[src/rtl/mem_arb_pkg.sv]
// Shared types and defaults for the two-requester memory access arbiter.
package mem_arb_pkg;

    localparam int DEF_ADDR_W = 7;
    localparam int DEF_DATA_W = 8;
    localparam int NUM_REQ    = 2;
    localparam int GNT_W      = 1;

    typedef enum logic [1:0] {
        IDLE   = 2'd0,
        ACCESS = 2'd1,
        RESP   = 2'd2,
        CLEAR  = 2'd3
    } state_t;

endpackage

[src/rtl/mem_arb_rr_select.sv]
// Two-way round-robin picker; owns the last_grant register.
module mem_arb_rr_select
    import mem_arb_pkg::*;
(
    input  logic               clock,
    input  logic               reset,
    input  logic [NUM_REQ-1:0] req,
    input  logic               load,
    output logic [GNT_W-1:0]   gnt,
    output logic               valid
);

    logic [GNT_W-1:0] last_grant_reg;

    // Lone requester wins; on a tie the requester that did not win last time goes.
    always_comb begin
        valid = |req;
        gnt   = 1'b0;
        if (req[0] && req[1]) begin
            gnt = ~last_grant_reg;
        end else if (req[1]) begin
            gnt = 1'b1;
        end
    end

    // Remember the winner each time a request is accepted.
    always_ff @(posedge clock or negedge reset) begin
        if (!reset) begin
            last_grant_reg <= 1'b1;
        end else if (load) begin
            last_grant_reg <= gnt;
        end
    end

endmodule

[src/rtl/mem_access_arbiter.sv]
// Round-robin arbiter and sequencer for the 128x8 register-file memory.
// Optional build macro MEM_ARB_CLEAR_EN: zero the whole memory after reset
// release before accepting any request.
module mem_access_arbiter
    import mem_arb_pkg::*;
#(
    parameter int ADDR_W = DEF_ADDR_W,
    parameter int DATA_W = DEF_DATA_W
) (
    input  logic                      clock,
    input  logic                      reset,
    input  logic [NUM_REQ-1:0]        req,
    input  logic [NUM_REQ-1:0]        we,
    input  logic [NUM_REQ*ADDR_W-1:0] addr,
    input  logic [NUM_REQ*DATA_W-1:0] wdata,
    output logic [NUM_REQ-1:0]        ack,
    output logic [DATA_W-1:0]         rdata,
    output logic                      busy,
    output logic                      init_done,
    output logic [ADDR_W-1:0]         mem_addr,
    output logic [DATA_W-1:0]         mem_wdata,
    output logic                      mem_read_enable,
    output logic                      mem_write_enable,
    input  logic [DATA_W-1:0]         mem_rdata
);

    state_t             state_reg, state_next;
    logic [GNT_W-1:0]   gnt_sel, gnt_reg;
    logic               sel_valid;
    logic               load;
    logic               we_reg;
    logic [ADDR_W-1:0]  addr_reg;
    logic [DATA_W-1:0]  wdata_reg;
    logic [DATA_W-1:0]  rdata_reg;
    logic               init_done_reg;
    logic               outputs_live;

`ifdef MEM_ARB_CLEAR_EN
    localparam state_t RESET_STATE = CLEAR;
    logic [ADDR_W:0]    clr_cnt_reg;
    logic [ADDR_W:0]    clr_next;

    assign clr_next = clr_cnt_reg + (ADDR_W+1)'(1);
    // The FSM sits in CLEAR while reset is held, so gate outputs with reset.
    assign outputs_live = reset;
`else
    localparam state_t RESET_STATE = IDLE;
    assign outputs_live = 1'b1;
`endif

    mem_arb_rr_select u_rr_select (
        .clock (clock),
        .reset (reset),
        .req   (req),
        .load  (load),
        .gnt   (gnt_sel),
        .valid (sel_valid)
    );

    // State register.
    always_ff @(posedge clock or negedge reset) begin
        if (!reset) begin
            state_reg <= RESET_STATE;
        end else begin
            state_reg <= state_next;
        end
    end

    // Next-state logic; requests are only looked at in IDLE.
    always_comb begin
        state_next = state_reg;
        load       = 1'b0;
        case (state_reg)
            IDLE: begin
                if (sel_valid) begin
                    load       = 1'b1;
                    state_next = ACCESS;
                end
            end
            ACCESS: state_next = RESP;
            RESP:   state_next = IDLE;
            CLEAR: begin
`ifdef MEM_ARB_CLEAR_EN
                if (clr_next[ADDR_W]) begin
                    state_next = IDLE;
                end
`else
                state_next = IDLE;
`endif
            end
            default: state_next = IDLE;
        endcase
    end

    // Latch the winning request; during CLEAR the address register walks the memory.
    always_ff @(posedge clock or negedge reset) begin
        if (!reset) begin
            gnt_reg   <= '0;
            we_reg    <= 1'b0;
            addr_reg  <= '0;
            wdata_reg <= '0;
        end else if (load) begin
            gnt_reg   <= gnt_sel;
            we_reg    <= we[gnt_sel];
            addr_reg  <= addr[gnt_sel*ADDR_W +: ADDR_W];
            wdata_reg <= wdata[gnt_sel*DATA_W +: DATA_W];
`ifdef MEM_ARB_CLEAR_EN
        end else if (state_reg == CLEAR && !clr_next[ADDR_W]) begin
            addr_reg  <= clr_next[ADDR_W-1:0];
`endif
        end
    end

    // Capture read data at the edge closing ACCESS; a write reports zero.
    always_ff @(posedge clock or negedge reset) begin
        if (!reset) begin
            rdata_reg <= '0;
        end else if (state_reg == ACCESS) begin
            rdata_reg <= we_reg ? '0 : mem_rdata;
        end
    end

`ifdef MEM_ARB_CLEAR_EN
    // Clear counter; init_done rises once the counter MSB sets.
    always_ff @(posedge clock or negedge reset) begin
        if (!reset) begin
            clr_cnt_reg   <= '0;
            init_done_reg <= 1'b0;
        end else if (state_reg == CLEAR) begin
            clr_cnt_reg <= clr_next;
            if (clr_next[ADDR_W]) begin
                init_done_reg <= 1'b1;
            end
        end
    end
`else
    // Ready from the first clock after reset release.
    always_ff @(posedge clock or negedge reset) begin
        if (!reset) begin
            init_done_reg <= 1'b0;
        end else begin
            init_done_reg <= 1'b1;
        end
    end
`endif

    // Decode memory strobes, ack and busy from the current state.
    always_comb begin
        ack              = '0;
        busy             = 1'b0;
        mem_write_enable = 1'b0;
        mem_read_enable  = 1'b0;
        if (outputs_live) begin
            busy = (state_reg != IDLE);
            if (state_reg == RESP) begin
                ack[gnt_reg] = 1'b1;
            end
            if (state_reg == ACCESS) begin
                mem_write_enable = we_reg;
                mem_read_enable  = ~we_reg;
            end
            if (state_reg == CLEAR) begin
                mem_write_enable = 1'b1;
            end
        end
    end

    assign rdata     = rdata_reg;
    assign init_done = init_done_reg;
    assign mem_addr  = addr_reg;
    assign mem_wdata = wdata_reg;

endmodule

[config.mk]
export PLATFORM = sky130hd
export DESIGN_NAME = mem_access_arbiter
export DESIGN_NICKNAME = d
export VERILOG_FILES = /design/src/rtl/mem_arb_pkg.sv /design/src/rtl/mem_arb_rr_select.sv /design/src/rtl/mem_access_arbiter.sv
export SDC_FILE = /design/constraint.sdc
export NUM_CORES = 1
export LEC_CHECK = 0
export CAP_MARGIN = 20
export CORE_MARGIN = 4
export CORE_UTILIZATION = 43
export CTS_CLUSTER_SIZE = 12
export DETAILED_ROUTE_END_ITERATION = 8
export PLACE_DENSITY = 0.93
export REMOVE_ABC_BUFFERS = 1
export SETUP_SLACK_MARGIN = 0.3
export SLEW_MARGIN = 30
export SYNTH_ARGS = -nofsm -noshare
export SYNTH_HDL_FRONTEND = slang
export SYNTH_HIERARCHICAL = 1
export SYNTH_SLANG_ARGS = --single-unit
[constraint.sdc]
create_clock -name clock -period 2.9 [get_ports clock]
set_clock_uncertainty 0.2 [all_clocks]
set_input_delay 0.58 -clock clock [delete_from_list [all_inputs] [get_ports clock]]
set_output_delay 0.58 -clock clock [all_outputs]
set_load 0.1 [all_outputs]
==> results of run 1 <==
## metal layers
metal / vias to the layer above / wire, um / GRT usage, %
li1: 489 / - / -
met1: 510 / 1240 / 16.5
met2: 44 / 1860 / 30.0
met3: 9 / 175 / 3.20
met4: 0 / 90 / 9.39
met5: - / 0 / 0
## path summary, 6_finish.rpt
kind	to	depth (start not counted)	slack, ps	startpoint
max in group asynchronous	rdata[0]	2	1460	reset
min in group asynchronous	mem_wdata[3]	1	400	reset
min	rdata[1]	1	310	rdata[1]
max reg2reg	mem_wdata[0]	4	1120	u_rr_select/last_grant_reg
max	mem_read_enable	4	490	state_reg[0]
min reg2reg	rdata[1]	1	310	rdata[1]
## stage by stage
step / setup WS (ps) / TNS [ps] / utilization [%] / std cells
after detailed placement: 389 / 0 / 64.8 / 212
after global placement: 488 / 0 / 64.8 / 212
after global routing: 358 / 0 / 67.4 / 220
after CTS: 454 / 0 / 67.4 / 220
after floorplan: -532 / -746 / - / 90
final: 495 / 0 / 67.4 / 220
## cells in the mapped netlist (2+ instances only)
master                    instances
sky130_fd_sc_hd__nor2b_1         10
sky130_fd_sc_hd__mux2_4          20
sky130_fd_sc_hd__dfrtp_1         28
sky130_fd_sc_hd__buf_6            2
sky130_fd_sc_hd__mux2_2          22
sky130_fd_sc_hd__nor3b_1          2
## worst max-delay path, stage by stage, from the launching register on
cell and delay [ps]:
sky130_fd_sc_hd__dfrtp_1 490, sky130_fd_sc_hd__nor2b_1 180, sky130_fd_sc_hd__buf_4 190, sky130_fd_sc_hd__nor2b_1 240
sky130_fd_sc_hd__buf_12 210
## cells by family after synthesis
kind of cell | Yosys count
mux | 42
flops | 29
simple gates | 16
buf+inv | 6
compound gates | 2
other cells | 1
## final cells by class
type	count	area (um2)	share of cell area [%]
Sequential cell	29	727	32.3
Timing Repair Buffer	76	691	30.7
Multi-Input combinational cell	61	688	30.6
Tap cell	46	57.6	2.56
Clock buffer	7	55.1	2.45
Clock inverter	1	30.0	1.34
==> flow_summary.yaml, run 1 <==
run_status:
  outcome: "finished clean"
cts:
  ctsResizeCount: 0
  cts_setup_buffers: 0
  clock-root-buffer: "sky130_fd_sc_hd__clkbuf_4"
  clk_latency_ps: 320
  cts.path.max_buffers: 2
  ctsHoldBuffers: 0
  tritoncts_clock_tree: "yes"
  cts-htree-levels: 2
  cts_buffers: 5
  clk_pin_slew_ps: 90
  cts.sink_count: 29
sta:
  min_period_over_period_pct: 82.9
  final_hold_violation_count: 0
  clock.fmax_ghz: 0.416
  final-setup-viol-count: 0
  grt_setup_unrepaired: "no"
  worstMarginPinSlew_ps: 535
  drv_slew: 0
  holdWs_ps: 314
  fin_crit_ps: 2410
  slew_headroom_pct: 64.2
routing:
  wl_um: 3370
  drc_viols: 0
  drt-pass1-iter-count: 3
  routed-via-count: 1052
  drt_via_density: 4.78
  ant_nets: 0
  dr.first_iter.drc_count: 23
  route.detailed.wl_per_inst_um: 15.3
synth:
  synth-compound-area-share_pct: 1.27
  post_synth_fa_ha_maj_area_fraction_pct: 0
  synth-xor-area-share_pct: 0
  mappedNetlistArea_um2: 1480
  count_of_synthesis_stage_warnings_from_yosys: 6
  most_used_flip_flop_cell_after_synthesis: "sky130_fd_sc_hd__dfrtp_1"
  combinational_family_with_the_most_area_after_synthesis: "multiplexers"
  synth_cell_types: 18
  synth-edff-count: 0
  syn_inst: 96
  synth-seq-area-share_pct: 49.2
  synth.area.top_cells: "sky130_fd_sc_hd__dfrtp_1 (47%), sky130_fd_sc_hd__mux2_4 (20%), sky130_fd_sc_hd__mux2_2 (17%)"
  synthDominantAreaCellType: "sky130_fd_sc_hd__dfrtp_1"
  post_synth_and_or_nand_nor_area_fraction_pct: 7.54
  postSynth.asyncResetShare_pct: 100
  synth.ff_latch_count: 29
  syn_avg_cell_area_um2: 15.4
  mux_contribution_to_synthesized_area_pct: 37.1
  netlist.area_leader.share_pct: 47.4
global_routing:
  antenna_found_initial: 0
  global_route_wire_length_before_repair_um: 5210
  global_route.overflow_total: 0
  grt_util_all_layers_pct: 16.1
  grt_pass1_vias: 1159
  largest_net_degree_at_the_start_of_global_routing: 19
floorplan:
  placementRows: 21
  start_util_pct: 44.3
  x_dimension_of_the_die_um: 66.6
  floorplan.die_area_um2: 4440
  num_io_pins: 73
  placeableCoreArea_um2: 3340
  chipHeight_um: 66.6
finish:
  commonest_cells_after_routing_fill_and_taps_aside: "sky130_fd_sc_hd__clkdlybuf4s50_1 (43), sky130_fd_sc_hd__buf_4 (32), sky130_fd_sc_hd__dfrtp_1 (28)"
  flow.area_growth_from_synthesis_pct: 52.2
  num_antenna_cells: 0
  n_fill_cell: 263
  layout.nets: 217
  mostFrequentLayoutCell: "sky130_fd_sc_hd__clkdlybuf4s50_1"
  stdcell_area_um2: 2250
  drive_above_1_share_pct: 49.4
setup_path:
  timing.critical_path.required_ps: 2120
  path_class: "reg2out"
  setup.worst_path.start_class: "flop"
  setup.worst_path.end_class: "output pin"
  worstPathArrival_ps: 1630
  crit_path_max_fanout: 10
worst_hold_path:
  timing.hold.worst.class: "reg2reg"
place:
  gp_routability_congestion: 0.748
  port_buffers: 72
  place_area_um2: 2160
  dp.final_hpwl_um: 2680
job:
  max_cap_viol_count: 0
Power of run 1 is left out: the tool's default activity adds up to more than one toggle a clock period on the data nets, which glitch-free logic cannot reach.
==> inputs of run 2 (changes only) <==
--- a/config.mk
+++ b/config.mk
@@ -7,10 +7,10 @@
 export LEC_CHECK = 0
 export CAP_MARGIN = 20
 export CORE_MARGIN = 4
-export CORE_UTILIZATION = 43
+export CORE_UTILIZATION = 36
 export CTS_CLUSTER_SIZE = 12
 export DETAILED_ROUTE_END_ITERATION = 8
-export PLACE_DENSITY = 0.93
+export PLACE_DENSITY = 0.84
 export REMOVE_ABC_BUFFERS = 1
 export SETUP_SLACK_MARGIN = 0.3
 export SLEW_MARGIN = 30
==> constraint.sdc (replaced) <==
create_clock -name clock -period 1.95 [get_ports clock]
set_clock_uncertainty 0.2 [all_clocks]
set_input_delay 0.39 -clock clock [delete_from_list [all_inputs] [get_ports clock]]
set_output_delay 0.39 -clock clock [all_outputs]
set_load 0.1 [all_outputs]
==> flow_summary.yaml, run 2 (same netlist as run 1, synthesis figures left out) <==
finish:
  layout.nets: 230
  flow.area_growth_from_synthesis_pct: 91.3
  n_fill_cell: 248
  mostFrequentLayoutCell: "sky130_fd_sc_hd__clkdlybuf4s50_1"
  drive_above_1_share_pct: 56.7
  commonest_cells_after_routing_fill_and_taps_aside: "sky130_fd_sc_hd__clkdlybuf4s50_1 (41), sky130_fd_sc_hd__mux2_4 (31), sky130_fd_sc_hd__buf_12 (30)"
  num_antenna_cells: 0
setup_path:
  path_class: "reg2out"
  crit_path_start: "state_reg[1]"
  r2r_start: "state_reg[1]"
  timing.critical_path.required_ps: 1360
  setup.worst_path.start_class: "flop"
  cpPeakStageDelay_ps: 460
  worstSetupEndpoint: "mem_read_enable"
  worstPathArrival_ps: 1230
  worstReg2RegEnd: "mem_addr[5]"
  crit_path_max_fanout: 6
  setup.worst_path.end_class: "output pin"
  r2r_slack_ps: 180
  critical_path.cell_chain: "nor2b_4 > nor2b_4 > buf_12"
  worst_r2r_path_depth: 4
  critPathMostFrequentCell: "sky130_fd_sc_hd__nor2b_4"
  critPathSlowestCell: "sky130_fd_sc_hd__dfrtp_2"
cts:
  cts.path.max_buffers: 2
  clk_pin_slew_ps: 60
  tritoncts_clock_tree: "yes"
  cts.sink_count: 29
  clock-root-buffer: "sky130_fd_sc_hd__clkbuf_8"
  clk_latency_ps: 280
  cts-htree-levels: 2
  cts_buffers: 5
routing:
  drt-pass1-iter-count: 4
  ant_nets: 0
  drc_viols: 0
  routed-via-count: 1117
  wl_um: 4130
  route.detailed.wl_per_inst_um: 17.4
  dr.first_iter.drc_count: 47
  drt_via_density: 4.71
global_routing:
  global_route_wire_length_before_repair_um: 6490
  grt_util_all_layers_pct: 16.9
  largest_net_degree_at_the_start_of_global_routing: 30
  global_route.overflow_total: 0
  antenna_found_initial: 0
  grt_pass1_vias: 1282
place:
  port_buffers: 72
  dp.final_hpwl_um: 3110
  gp_routability_congestion: 0.728
  detailedPlace.worstSlack_ps: -302
sta:
  drv_slew: 0
  final-setup-viol-count: 0
  grt_setup_unrepaired: "yes"
  fin_crit_ps: 1820
  final_hold_violation_count: 0
  clock.fmax_ghz: 0.551
  min_period_over_period_pct: 93.1
  layout_setup_ws_ps: 134
job:
  max_cap_viol_count: 0
floorplan:
  placementRows: 23
  floorplan.die_area_um2: 5190
  start_util_pct: 37.2
  num_io_pins: 73
  x_dimension_of_the_die_um: 72.1
  placeableCoreArea_um2: 3970
  chipHeight_um: 72.1
worst_hold_path:
  timing.hold.worst.class: "in2async"
run_status:
  outcome: "finished clean"
==> run 2: cell types whose count changed in the layout (fill, tap and decap cells not counted), moves of 3 or more <==
| cell | change |
|---|---|
| sky130_fd_sc_hd__buf_12 | +29 |
| sky130_fd_sc_hd__buf_4 | -22 |
| sky130_fd_sc_hd__buf_6 | +5 |
| sky130_fd_sc_hd__clkbuf_4 | -5 |
| sky130_fd_sc_hd__clkbuf_8 | +4 |
| sky130_fd_sc_hd__dfrtp_1 | -3 |
| sky130_fd_sc_hd__dfrtp_2 | +3 |
| sky130_fd_sc_hd__mux2_2 | -11 |
| sky130_fd_sc_hd__mux2_4 | +11 |
==> run 2: worst min-delay path by stage <==
stage                              end  slack [ps]  cells after the start
final                         rdata[0]         290                      2
after global routing      state_reg[0]         310                      2
after CTS                     rdata[5]         290                      2
after detailed placement   mem_addr[1]         360                      1
after global placement         gnt_reg         330                      1
after floorplan                gnt_reg        -110                      0
==> run 2: per-layer routing <==
layer / wire length [um] / global-route usage (%) / part of all wire (%) / vias up
li1: - / - / - / 515
met1: 1380 / 16.8 / 33 / 547
met2: 2290 / 29.5 / 56 / 46
met3: 325 / 7.34 / 7.9 / 9
met4: 128 / 8.98 / 3.1 / 0
met5: 0 / 0 / 0 / -
==> run 2: through the flow <==
stage / utilization [%] / hold slack [ps] / instances / area [um2] / TNS, ps
after floorplan: - / -106 / 90 / 1410 / -6530
after global placement: 64.3 / 330 / 219 / 2550 / -4380
after detailed placement: 64.3 / 363 / 219 / 2550 / -4840
after CTS: 70.6 / 290 / 235 / 2800 / 0
after global routing: 71.2 / 314 / 237 / 2830 / 0
final: 71.2 / 289 / 237 / 2830 / 0
==> run 2: area by class of cell <==
type	count	area, um2	share of cell area, %
clock buffers	6	72.6	2.57
clock inverters	2	10.0	0.354
multi-input cells	61	761	26.9
flip-flops and latches	29	731	25.9
well taps	50	62.6	2.21
repair buffers	89	1190	42.1
==> run 2: repair_timing <==
action / 4_1_cts / 5_1_grt
pin swaps: 3 / 1
buffers inserted: 6 / 1
hold endpoints to repair: 0 / 0
hold buffers: 0 / 0
endpoints found under the setup margin: 23 / 23
resized for setup: 31 / 4
gates cloned: 2 / 1
==> run 2: critical path: cells and delay by family, from the launching register on <==
family | cells | cell delay [ps]
buffers and inverters | 1 | 180
flip-flops | 1 | 460
AND/OR/NAND/NOR | 2 | 300
Power of run 2 is left out for the same reason.
==> inputs of run 3 (changes only) <==
--- a/config.mk
+++ b/config.mk
@@ -12,7 +12,6 @@
 export DETAILED_ROUTE_END_ITERATION = 8
 export PLACE_DENSITY = 0.84
 export REMOVE_ABC_BUFFERS = 1
-export SETUP_SLACK_MARGIN = 0.3
 export SLEW_MARGIN = 30
 export SYNTH_ARGS = -nofsm -noshare
 export SYNTH_HDL_FRONTEND = slang
==> flow_summary.yaml, run 3 (same netlist as run 1, synthesis figures left out) <==
global_routing:
  antenna_found_initial: 0
  global_route.overflow_total: 0
  grt_util_all_layers_pct: 16.3
  grt_pass1_vias: 1221
  global_route_wire_length_before_repair_um: 6170
  largest_net_degree_at_the_start_of_global_routing: 30
setup_path:
  wp_buf_inv: 1
  critical_path.cell_chain: "nor3b_2 > buf_12"
  timing.critical_path.max_delay_family: "flip-flops"
  timing.critical_path.required_ps: 1360
  crit_path_max_fanout: 7
  path_class: "reg2out"
  setup.worst_path.start_class: "flop"
  setup.worst_path.end_class: "output pin"
  cpPeakStageDelay_ps: 530
  worstPathArrival_ps: 1320
  critPathSlowestCell: "sky130_fd_sc_hd__dfrtp_1"
finish:
  mostFrequentLayoutCell: "sky130_fd_sc_hd__clkdlybuf4s50_1"
  stdcell_area_um2: 2700
  num_antenna_cells: 0
  drive_above_1_share_pct: 52.8
  commonest_cells_after_routing_fill_and_taps_aside: "sky130_fd_sc_hd__clkdlybuf4s50_1 (41), sky130_fd_sc_hd__buf_12 (30), sky130_fd_sc_hd__dfrtp_1 (27)"
  post-route-util_pct: 68.0
  flow.area_growth_from_synthesis_pct: 82.6
  layout.nets: 221
routing:
  ant_nets: 0
  route.detailed.wl_per_inst_um: 17.4
  drc_viols: 0
  drt_via_density: 4.63
  drt-pass1-iter-count: 2
  routed-via-count: 1055
  wl_um: 3970
  dr.first_iter.drc_count: 49
floorplan:
  floorplan.die_area_um2: 5190
  placeableCoreArea_um2: 3970
  x_dimension_of_the_die_um: 72.1
  start_util_pct: 37.2
  placementRows: 23
  num_io_pins: 73
  chipHeight_um: 72.1
sta:
  final-setup-viol-count: 0
  layout_setup_ws_ps: 38.6
  fin_crit_ps: 1910
  clock.fmax_ghz: 0.523
  min_period_over_period_pct: 98.0
  setup-tns-final_ps: 0
  grt_setup_unrepaired: "yes"
  final_hold_violation_count: 0
  drv_slew: 0
cts:
  cts_buffers: 5
  clk_pin_slew_ps: 60
  cts-htree-levels: 2
  clock-root-buffer: "sky130_fd_sc_hd__clkbuf_8"
  cts.sink_count: 29
  clk_latency_ps: 280
  cts.path.max_buffers: 2
  tritoncts_clock_tree: "yes"
  cts_setup_buffers: 0
place:
  gp_routability_congestion: 0.728
  place_area_um2: 2550
  detailedPlace.worstSlack_ps: -302
  dp.final_hpwl_um: 3110
  port_buffers: 72
run_status:
  outcome: "finished clean"
worst_hold_path:
  timing.hold.worst.class: "in2async"
job:
  max_cap_viol_count: 0
[run 3: cell types whose count changed in the layout (fill, tap and decap cells not counted)]
cell | previous run | this run
sky130_fd_sc_hd__dfrtp_1 | 25 | 27
sky130_fd_sc_hd__mux2_2 | 11 | 22
sky130_fd_sc_hd__buf_4 | 10 | 5
sky130_fd_sc_hd__or2_4 | 1 | 0
sky130_fd_sc_hd__and3b_2 | 1 | 0
sky130_fd_sc_hd__or2_2 | 0 | 1
sky130_fd_sc_hd__dfrtp_2 | 3 | 1
sky130_fd_sc_hd__and3b_1 | 0 | 1
sky130_fd_sc_hd__buf_6 | 5 | 1
sky130_fd_sc_hd__dlymetal6s2s_1 | 0 | 2
sky130_fd_sc_hd__buf_16 | 1 | 0
sky130_fd_sc_hd__mux2_4 | 31 | 20
sky130_fd_sc_hd__clkdlybuf4s15_1 | 2 | 0
sky130_fd_sc_hd__clkbuf_16 | 0 | 1
[run 3: final cells by class]
cell class,instances,area [um2]
Tap cell,50,62.6
Clock inverter,2,10.0
Multi-Input combinational cell,61,716
Sequential cell,29,728
Timing Repair Buffer,80,1110
Clock buffer,6,72.6
Fill cell,272,1270
[run 3: worst register-to-register path: cells and delay by family, from the launching register on]
kind                   cells  cell delay [ps]
muxes                      2              590
buffers and inverters      1              210
DFF                        1              380
AOI/OAI and AO/OA          1              250
[run 3: per-stage QoR]
step,std cells,hold slack [ps]
final,228,286
after global routing,228,315
after CTS,227,290
after detailed placement,219,363
after global placement,219,330
after floorplan,90,-106
[run 3: repair_timing]
action                                  CTS  global route
endpoints found under the setup margin    5            14
hold buffers                              0             0
pin swaps                                 0             1
gates resized for setup                   5             5
gates cloned                              0             1
[run 3: worst paths after layout]
check                                           startpoint                          to  slack [ps]  depth (start not counted)
worst max-delay path                          state_reg[1]                      ack[0]          40                          2
worst min-delay path                                 reset                    rdata[5]         290                          2
worst max register to register  u_rr_select/last_grant_reg                 mem_addr[1]         210                          4
worst min register to register                state_reg[0]                state_reg[0]         370                          1
max in group asynchronous                            reset  u_rr_select/last_grant_reg         960                          2
min in group clock                            state_reg[0]                state_reg[0]         370                          1
[run 3: per-layer routing]
| layer | global-route usage (%) | part of all wire [%] | wire length (um) |
|---|---|---|---|
| met1 | 15.7 | 33 | 1310 |
| met5 | 0 | 0 | 0 |
| met2 | 29.0 | 56 | 2240 |
| met3 | 7.20 | 8.1 | 322 |
| met4 | 8.14 | 2.5 | 99 |
Power of run 3 is left out for the same reason.
